### src/rtl/icache_pkg.sv
// icache_pkg: shared constants, FSM encoding and address-split helpers for the instruction cache.
// Latency: n/a (types and pure functions only).
// Backpressure: n/a.
package icache_pkg;

  localparam int ADDR_W   = 32;
  localparam int LINE_W   = 128;
  localparam int OFFSET_W = 4;
  localparam int INDEX_W  = 4;
  localparam int CNT_W    = 16;

  function automatic int tag_w(input int aw, input int iw);
    return aw - OFFSET_W - iw;
  endfunction

  function automatic int num_lines(input int iw);
    return 1 << iw;
  endfunction

  localparam int TAG_W = tag_w(ADDR_W, INDEX_W);
  localparam int LINES = num_lines(INDEX_W);

  typedef enum logic [1:0] {
    ST_IDLE = 2'd0,
    ST_REQ  = 2'd1,
    ST_FILL = 2'd2
  } state_e;

  function automatic logic [INDEX_W-1:0] get_index(input logic [ADDR_W-1:0] a);
    return a[OFFSET_W+INDEX_W-1:OFFSET_W];
  endfunction

  function automatic logic [TAG_W-1:0] get_tag(input logic [ADDR_W-1:0] a);
    return a[ADDR_W-1:OFFSET_W+INDEX_W];
  endfunction

endpackage

### src/rtl/icache_if.sv
// icache_if: fetch lookup, flush and memory refill signals between InsFetch/memory and the cache.
// Latency: n/a (wires only).
// Backpressure: fetch stalls while o_hit is low; memory completes a request with i_mem_ready.
interface icache_if
  import icache_pkg::*;
  ();
  logic              i_req;
  logic [ADDR_W-1:0] i_addr;
  logic              i_flush;
  logic              o_hit;
  logic [LINE_W-1:0] o_line;
  logic              o_mem_req;
  logic [ADDR_W-1:0] o_mem_addr;
  logic              i_mem_ready;
  logic [LINE_W-1:0] i_mem_data;
  logic [CNT_W-1:0]  o_miss_cnt;

  // Fetch/memory side.
  modport master (
    output i_req, i_addr, i_flush, i_mem_ready, i_mem_data,
    input  o_hit, o_line, o_mem_req, o_mem_addr, o_miss_cnt
  );

  // Cache side.
  modport slave (
    input  i_req, i_addr, i_flush, i_mem_ready, i_mem_data,
    output o_hit, o_line, o_mem_req, o_mem_addr, o_miss_cnt
  );
endinterface

### src/rtl/icache_tag_ram.sv
// icache_tag_ram: valid/tag/data arrays, async read by index, one sync write port, flash-clear of valids.
// Latency: read combinational; write visible the cycle after the edge.
// Backpressure: none; write and clear accepted every cycle.
// Ports: clk/rst_i, rd_idx_i -> rd_vld_o/rd_tag_o/rd_data_o; we_i/wr_idx_i/wr_tag_i/wr_data_i/wr_vld_i; clr_i.
module icache_tag_ram
  import icache_pkg::*;
  (
  input  logic               clk,
  input  logic               rst_i,
  input  logic [INDEX_W-1:0] rd_idx_i,
  output logic               rd_vld_o,
  output logic [TAG_W-1:0]   rd_tag_o,
  output logic [LINE_W-1:0]  rd_data_o,
  input  logic               we_i,
  input  logic [INDEX_W-1:0] wr_idx_i,
  input  logic [TAG_W-1:0]   wr_tag_i,
  input  logic [LINE_W-1:0]  wr_data_i,
  input  logic               wr_vld_i,
  input  logic               clr_i
);

  logic [LINES-1:0]  valid_q;
  logic [TAG_W-1:0]  tag_q  [LINES];
  logic [LINE_W-1:0] data_q [LINES];

  // A write in the same cycle as a clear wins for its own index; the
  // controller drives wr_vld_i low whenever a clear is involved.
  always_ff @(posedge clk or posedge rst_i) begin
    if (rst_i) begin
      valid_q <= '0;
    end else begin
      if (clr_i) valid_q <= '0;
      if (we_i)  valid_q[wr_idx_i] <= wr_vld_i;
    end
  end

  // Tag/data storage is deliberately not reset; valid bits guard it.
  always_ff @(posedge clk) begin
    if (we_i) begin
      tag_q[wr_idx_i]  <= wr_tag_i;
      data_q[wr_idx_i] <= wr_data_i;
    end
  end

  assign rd_vld_o  = valid_q[rd_idx_i];
  assign rd_tag_o  = tag_q[rd_idx_i];
  assign rd_data_o = data_q[rd_idx_i];

endmodule

### src/rtl/icache_ctrl.sv
// icache_ctrl: direct-mapped instruction cache with single-outstanding miss refill.
// Latency: hit is combinational; miss in cycle N -> mem req N+1 .. ready M -> FILL M+1 -> hit M+2.
// Backpressure: o_hit low stalls fetch; memory holds off refill by keeping i_mem_ready low.
// Ports: clk, rstn (async, active-high), bus (icache_if.slave: lookup, flush, refill, miss counter).
module icache_ctrl
  import icache_pkg::*;
  (
  input  logic     clk,
  input  logic     rstn,
  icache_if.slave  bus
);

  state_e            state_q, state_d;
  logic [ADDR_W-1:0] miss_addr_q, miss_addr_d;
  logic              flush_pend_q, flush_pend_d;
  logic [CNT_W-1:0]  cnt_q, cnt_d;

  logic              rd_vld;
  logic [TAG_W-1:0]  rd_tag;
  logic              we;
  logic              hit;

  // Byte offset within the line is resolved by InsFetch, not here.
  logic unused_offset;
  assign unused_offset = ^bus.i_addr[OFFSET_W-1:0];

  icache_tag_ram u_ram (
    .clk       (clk),
    .rst_i     (rstn),
    .rd_idx_i  (get_index(bus.i_addr)),
    .rd_vld_o  (rd_vld),
    .rd_tag_o  (rd_tag),
    .rd_data_o (bus.o_line),
    .we_i      (we),
    .wr_idx_i  (get_index(miss_addr_q)),
    .wr_tag_i  (get_tag(miss_addr_q)),
    .wr_data_i (bus.i_mem_data),
    .wr_vld_i  (~(flush_pend_q | bus.i_flush)),
    .clr_i     (bus.i_flush)
  );

  // A flush cycle never reports a hit, so a lookup under flush is a miss.
  assign hit = bus.i_req && (state_q == ST_IDLE) && rd_vld &&
               (rd_tag == get_tag(bus.i_addr)) && !bus.i_flush;

  always_ff @(posedge clk or posedge rstn) begin
    if (rstn) begin
      state_q      <= ST_IDLE;
      miss_addr_q  <= '0;
      flush_pend_q <= 1'b0;
      cnt_q        <= '0;
    end else begin
      state_q      <= state_d;
      miss_addr_q  <= miss_addr_d;
      flush_pend_q <= flush_pend_d;
      cnt_q        <= cnt_d;
    end
  end

  always_comb begin
    state_d      = state_q;
    miss_addr_d  = miss_addr_q;
    flush_pend_d = flush_pend_q;
    cnt_d        = cnt_q;
    we           = 1'b0;
    case (state_q)
      ST_IDLE: begin
        if (bus.i_req && !hit) begin
          miss_addr_d  = {bus.i_addr[ADDR_W-1:OFFSET_W], {OFFSET_W{1'b0}}};
          cnt_d        = (cnt_q == '1) ? cnt_q : cnt_q + CNT_W'(1);
          flush_pend_d = bus.i_flush;
          state_d      = ST_REQ;
        end
      end
      ST_REQ: begin
        // Any flush while the refill is outstanding poisons that refill.
        flush_pend_d = flush_pend_q | bus.i_flush;
        if (bus.i_mem_ready) begin
          we      = 1'b1;
          state_d = ST_FILL;
        end
      end
      ST_FILL: begin
        flush_pend_d = 1'b0;
        state_d      = ST_IDLE;
      end
      default: state_d = ST_IDLE;
    endcase
  end

  assign bus.o_hit      = hit;
  assign bus.o_mem_req  = (state_q == ST_REQ);
  assign bus.o_mem_addr = miss_addr_q;
  assign bus.o_miss_cnt = cnt_q;

endmodule
### src/flat_wrapper.sv
// flat-port wrapper written by rule: the top's interface ports become plain ports
module icache_ctrl_flat import icache_pkg::*;
  (clk, rstn, bus_i_req, bus_i_addr, bus_i_flush, bus_i_mem_ready, bus_i_mem_data, bus_o_hit, bus_o_line, bus_o_mem_req, bus_o_mem_addr, bus_o_miss_cnt);
  icache_if bus_i ();
  input  logic clk;
  input  logic rstn;
  input wire logic [$bits(bus_i.i_req)-1:0] bus_i_req;
  input wire logic [$bits(bus_i.i_addr)-1:0] bus_i_addr;
  input wire logic [$bits(bus_i.i_flush)-1:0] bus_i_flush;
  input wire logic [$bits(bus_i.i_mem_ready)-1:0] bus_i_mem_ready;
  input wire logic [$bits(bus_i.i_mem_data)-1:0] bus_i_mem_data;
  output wire logic [$bits(bus_i.o_hit)-1:0] bus_o_hit;
  output wire logic [$bits(bus_i.o_line)-1:0] bus_o_line;
  output wire logic [$bits(bus_i.o_mem_req)-1:0] bus_o_mem_req;
  output wire logic [$bits(bus_i.o_mem_addr)-1:0] bus_o_mem_addr;
  output wire logic [$bits(bus_i.o_miss_cnt)-1:0] bus_o_miss_cnt;
  assign bus_i.i_req = bus_i_req;
  assign bus_i.i_addr = bus_i_addr;
  assign bus_i.i_flush = bus_i_flush;
  assign bus_i.i_mem_ready = bus_i_mem_ready;
  assign bus_i.i_mem_data = bus_i_mem_data;
  assign bus_o_hit = bus_i.o_hit;
  assign bus_o_line = bus_i.o_line;
  assign bus_o_mem_req = bus_i.o_mem_req;
  assign bus_o_mem_addr = bus_i.o_mem_addr;
  assign bus_o_miss_cnt = bus_i.o_miss_cnt;
  icache_ctrl u_core (.clk(clk), .rstn(rstn), .bus(bus_i));
endmodule
### config.mk
export PLATFORM = sky130hd
export DESIGN_NAME = icache_ctrl_flat
export DESIGN_NICKNAME = d
export VERILOG_FILES = /design/src/rtl/icache_pkg.sv /design/src/rtl/icache_if.sv /design/src/rtl/icache_tag_ram.sv /design/src/rtl/icache_ctrl.sv /design/src/flat_wrapper.sv
export SDC_FILE = /design/constraint.sdc
export NUM_CORES = 2
export LEC_CHECK = 0
export CELL_PAD_IN_SITES_DETAIL_PLACEMENT = 2
export CELL_PAD_IN_SITES_GLOBAL_PLACEMENT = 2
export CORE_MARGIN = 3
export CORE_UTILIZATION = 40
export DETAILED_ROUTE_END_ITERATION = 7
export PLACE_DENSITY = 0.66
export SETUP_SLACK_MARGIN = 0.5
export SYNTH_ARGS = -nofsm -noshare
export SYNTH_HDL_FRONTEND = slang
export SYNTH_HIERARCHICAL = 1
export SYNTH_SLANG_ARGS = --single-unit
export TNS_END_PERCENT = 50
### constraint.sdc
create_clock -name clk -period 13.35 [get_ports clk]
set_clock_uncertainty 0.15 [all_clocks]
set_input_delay 1.335 -clock clk [delete_from_list [all_inputs] [get_ports clk]]
set_output_delay 1.335 -clock clk [all_outputs]
set_load 0.01 [all_outputs]
# == Word level (Yosys, flattened, before mapping) ==
# Memory sizes are Yosys's and may differ from the RTL's.
# Index checks and enable logic that the tools add are counted.
# totals
n_memories,2
wordCells,50
ramBits,2432
output_inout_bits,178
register_bits,63
# memory_table
name,words,word_bits,read_ports,rd_ports_with_merged_regs,write_ports,line,source
u_core.u_ram.data_q,16,128,1,0,1,icache_tag_ram.sv:24,logic [LINE_W-1:0] data_q [LINES];
u_core.u_ram.tag_q,16,24,1,0,1,icache_tag_ram.sv:23,logic [TAG_W-1:0] tag_q [LINES];
# op_classes
n_reduce_logical,14
bitwise,3
addsub,1
order_cmp,3
mux,16
eq_ne,6
# op_table
operator,count
2-to-1 mux 16 bit,2
equality test 24 bit,1
adder 16 x 1 -> 16 bit (second input constant),1
bitwise mux 16 bit,1
equality test 16 bit (second input constant),1
< comparator 4 x 5 -> 1 bit (second input constant),2
2-to-1 mux 1 bit,7
logical AND 1 bit,6
AND reduction 2 bit,3
binary-select mux 1 bit (select 4 bit),1
demux 1 bit (select 4 bit),1
greater-or-equal comparator 4 x 1 -> 1 bit (second input constant),1
2-to-1 mux 2 bit,2
inequality test 2 bit (second input constant),2
case mux 2 bit (2 select lines),1
case mux 1 bit (3 select lines),1
AND reduction 3 bit,1
nonzero test 3 bit,1
equality test 2 x 1 -> 1 bit (second input constant),1
equality test 2 bit (second input constant),1
logical NOT 1 bit,2
logical NOT 2 bit,1
inverter 1 bit,2
OR 1 bit,1

# == Longest topological paths before layout ==
# logic_depth
word_depth,9
ltp_mapped,15
ltp_nobuf,9

# == By module ==
# Netlist, hierarchy kept.
# by_module_without_submodules
mod,instances,cells_per_inst,seq_area_each_um2,area_each_um2
icache_tag_ram,1,3939,73430.4,92318.5
icache_ctrl,1,210,1176.1,2467.4

# == Worst setup path before layout ==
# No wires, ideal clock.
# synth_path
kind,input -> register
startpoint,in bus_i_mem_ready
endpoint,reg u_core.u_ram.valid_q[0]
stages,4
arrival_ns,13.683
path_slack_ns,-0.601
path_buffers,0
t_required_ns,13.082
setup_ns,0.118
path_cell_list,and2_1 or3b_2 nor3_1 mux2_2
# synth_via
elab_chain_len,3
# synth_lines
element,line,source
start: declaration,flat_wrapper.sv:10,input wire logic [$bits(bus_i.i_mem_ready)-1:0] bus_i_mem_ready;
2-to-1 mux 1 bit,icache_ctrl.sv:78,if (bus.i_mem_ready) begin
2-to-1 mux 1 bit,icache_ctrl.sv:66,case (state_q)
2-to-1 mux 16 bit,icache_tag_ram.sv:33,if (we_i) valid_q[wr_idx_i] <= wr_vld_i;
end signal: indexed assignment,icache_tag_ram.sv:33,
end: declaration,icache_tag_ram.sv:22,logic [LINES-1:0] valid_q;
# No other way between the ends.
# A chain may end at the register's enable or synchronous reset.

# == Worst setup path in the final report ==
# layout_path
startpoint,in bus_i_addr[4]
endpoint,out bus_o_line[46]
# layout_via
elab_chain_len,1
# layout_lines
element,line,source
start: declaration,flat_wrapper.sv:8,input wire logic [$bits(bus_i.i_addr)-1:0] bus_i_addr;
memory read (16 x 128 bit),--,
end: declaration,flat_wrapper.sv:13,output wire logic [$bits(bus_i.o_line)-1:0] bus_o_line;
# No other way between the ends.

==> impl_metrics.json <==
{
  "status": "finished clean",
  "syn-cell-area_sq_um": 94800,
  "path_common_cell": "buf_4",
  "wl_per_cell_microns": 33.9,
  "globalplace.congestion": 0.696,
  "r2r_setup_slack_ns": 8.66,
  "maxCapViolations": 0,
  "layout-drive-gt1-share": 0.237,
  "path_clk_slew_ns": 0.06,
  "critical_path_buf_inv_count": 5,
  "met2_length_microns": 140000,
  "final_antenna_net_count": 0,
  "slowest_stage": "buf_4",
  "io_buffers": 334,
  "clock-sinks": 2495,
  "root_buffer": "clkbuf_16",
  "antenna_found_initial": 33,
  "crit_path_start_kind": "input port",
  "critPathCaptureType": "output pin",
  "nets": 4806,
  "synth_area_leaders": "edfxtp_1, mux4_2, a22oi_1, dfrtp_1, mux2_2",
  "yosys.cell_types.count": 47,
  "clk_latency_ns": 0.91,
  "dr.pass1.iters": 5,
  "routed.top_layer": "met5",
  "die_y_microns": 493,
  "start_util": 0.403,
  "path_delay_family": "buffers and inverters",
  "crit_chain": "buf_8 > buf_12 > buf_4 > buf_4 > mux4_2 > a22oi_1 > nand2_1 > clkdlybuf4s50_1",
  "die-area_sq_um": 243000,
  "min_period_ns": 7.28,
  "synthCells": 4149,
  "dp_hpwl_microns": 143000,
  "rsz0062_at_grt": "no",
  "post_cts_resized": 0,
  "synth_top_family_by_area": "multiplexers",
  "setup_tns_ns": 0,
  "power_leakage_nw": 34.7,
  "drtIter0Drc": 4152,
  "n_fill_cell": 20701,
  "finalHoldWorstSlack_ns": 0.361,
  "m1WireLength_microns": 112000,
  "place_ws_ns": 5.85,
  "synth_xor_area_frac": 0.00342,
  "post-route-period-util": 0.546,
  "hold_path_class": "register to register",
  "yosysMostFrequentCell": "edfxtp_1",
  "path_class": "input port to output pin",
  "synth-seq-cells": 2495,
  "async_flop_share": 0.0253,
  "grt-ovfl-total": 0,
  "vdd_drop_max_mv": 0.113,
  "wl_met3_microns": 13300,
  "synth_simple_gate_area_frac": 0.0151,
  "num_rows": 178,
  "tightest_slew_ns": 1.18,
  "yosys.area.top_type_share": 0.770,
  "synth_fa_ha_area_frac": 0.000660,
  "grtUsageTotal": 0.224,
  "post_cts_buffers": 0,
  "cp_max_fo": 84,
  "htree_levels": 5,
  "setup_violations": 0,
  "grt_max_degree": 132,
  "cts_hold_buf": 0,
  "drc": 0,
  "max_slew_margin": 0.212,
  "synth_common_cells": "edfxtp_1, mux4_2, a22oi_1",
  "synth_warnings": 6,
  "numCtsBuffers": 285,
  "synth_area_per_cell_sq_um": 22.8,
  "synth-edff-count": 2432,
  "final_max_slew_viol_count": 0,
  "via_per_inst": 5.73,
  "crit_required_ns": 11.86,
  "synth_largest_area_cell": "edfxtp_1",
  "synth_compound_area_frac": 0.0274,
  "via_count": 45779,
  "hold_violations": 0,
  "worstPathArrival_ns": 5.80,
  "ios": 343,
  "area_growth_pct": 16.6,
  "core_sq_um": 235000,
  "grt_pass1_wl_microns": 393000,
  "drt_wl_total_microns": 271000,
  "power_density_nw_per_um2": 166,
  "cts_buffer_depth": 4,
  "synth_flop_cell": "edfxtp_1",
  "first_global_vias": 51656,
  "fmax_ghz": 0.137,
  "cpPeakStageDelay_ns": 0.84,
  "fp.dieW_microns": 493,
  "fin_ws_ns": 6.07,
  "finalCoreUtilization": 0.470,
  "cts_tree": "done",
  "yosys-mux-area-fraction": 0.154,
  "seq_area_frac_synth": 0.787
}
placed cells by master, fill, tap and decap left out, drive strengths merged, types with 11 or more instances in the layout:
master and count:
dfrtp 63, nand2b 21, o221ai 40, nor2 28, edfxtp 2432, nand2 104
a221oi 14, buf 95, diode 18, nor2b 64, nand4 13, xor2 24
bufinv 11, clkdlybuf4s50 330, a22oi 224, mux2i 62, mux4 550, clkinv 93
o21ai 25, clkbuf 368, mux2 144, xnor2 13, o22a 21
layer usage:
layer  GRT usage  vias to the layer above
met2       0.385                     1230
met5           0                        -
li1            -                    18648
met1       0.297                    25506
met4      0.0581                       26
met3      0.0388                      369
worst reg2reg max path, cell delays in order, from the launching register on:
cell and delay, ns:
dfrtp_1 0.40, inv_1 0.12, ha_1 0.26, and2_1 0.39
nand3b_1 0.41, nor2_4 0.97, buf_4 0.80, buf_4 0.80
area by class of cell:
| class | count | area, sq um | share of cell area |
|---|---|---|---|
| sequential | 2495 | 74600 | 0.675 |
| clock inverter | 108 | 769 | 0.00696 |
| timing repair buffer | 425 | 4230 | 0.0383 |
| clock buffer | 368 | 7660 | 0.0693 |
| antenna | 18 | 45.0 | 0.000408 |
| tap | 3150 | 3940 | 0.0357 |
| inverter | 7 | 26.3 | 0.000238 |
| multi-input combinational | 1422 | 19200 | 0.174 |
registers in the layout (all words and copies together) (netlist names):
register	count
u_core/u_ram/valid_q	16
u_core/flush_pend_q	1
u_core/u_ram/data_q	2048
u_core/u_ram/tag_q	384
u_core/state_q	2
u_core/bus.o_miss_cnt	16
u_core/bus.o_mem_addr	28
where the power goes:
group          switching (mW)  leakage, nW  total [mW]  internal, mW
Sequential              0.308         22.7        9.49          9.18
Clock                    3.02         4.12        7.25          4.23
Combinational           0.978         7.92        1.57         0.597
Total                    4.31         34.7        18.3          14.0
metrics by stage:
stage	instance area (sq um)	std cells	power (mW)
floorplan	94800	4152	10.3
global placement	102000	7499	11.1
detailed placement	102000	7499	11.3
CTS	110000	7975	18.5
global route	111000	7985	19.0
finish	111000	7993	18.3
logic make-up (layout without fill, tap and decap cells):
kind of cell,after synthesis,after routing
xor+xnor,37,37
compound gates,342,342
other cells,1,22
simple gates,278,278
buf+inv,235,908
fa+ha+maj,5,5
mux,756,756
flops,2495,2495
path summary, 6_finish.rpt:
kind / from / endpoint / depth (start not counted)
max: bus_i_addr[4] / bus_o_line[46] / 8
min: u_core/flush_pend_q / u_core/flush_pend_q / 1
max reg2reg: u_core/state_q[1] / u_core/u_ram/data_q[5][66] / 7
min reg2reg: u_core/flush_pend_q / u_core/flush_pend_q / 1
max in group asynchronous: rstn / u_core/bus.o_miss_cnt[5] / 3
min in group asynchronous: rstn / u_core/bus.o_mem_addr[9] / 2
No activity file was read; power rests on OpenSTA's default activity.
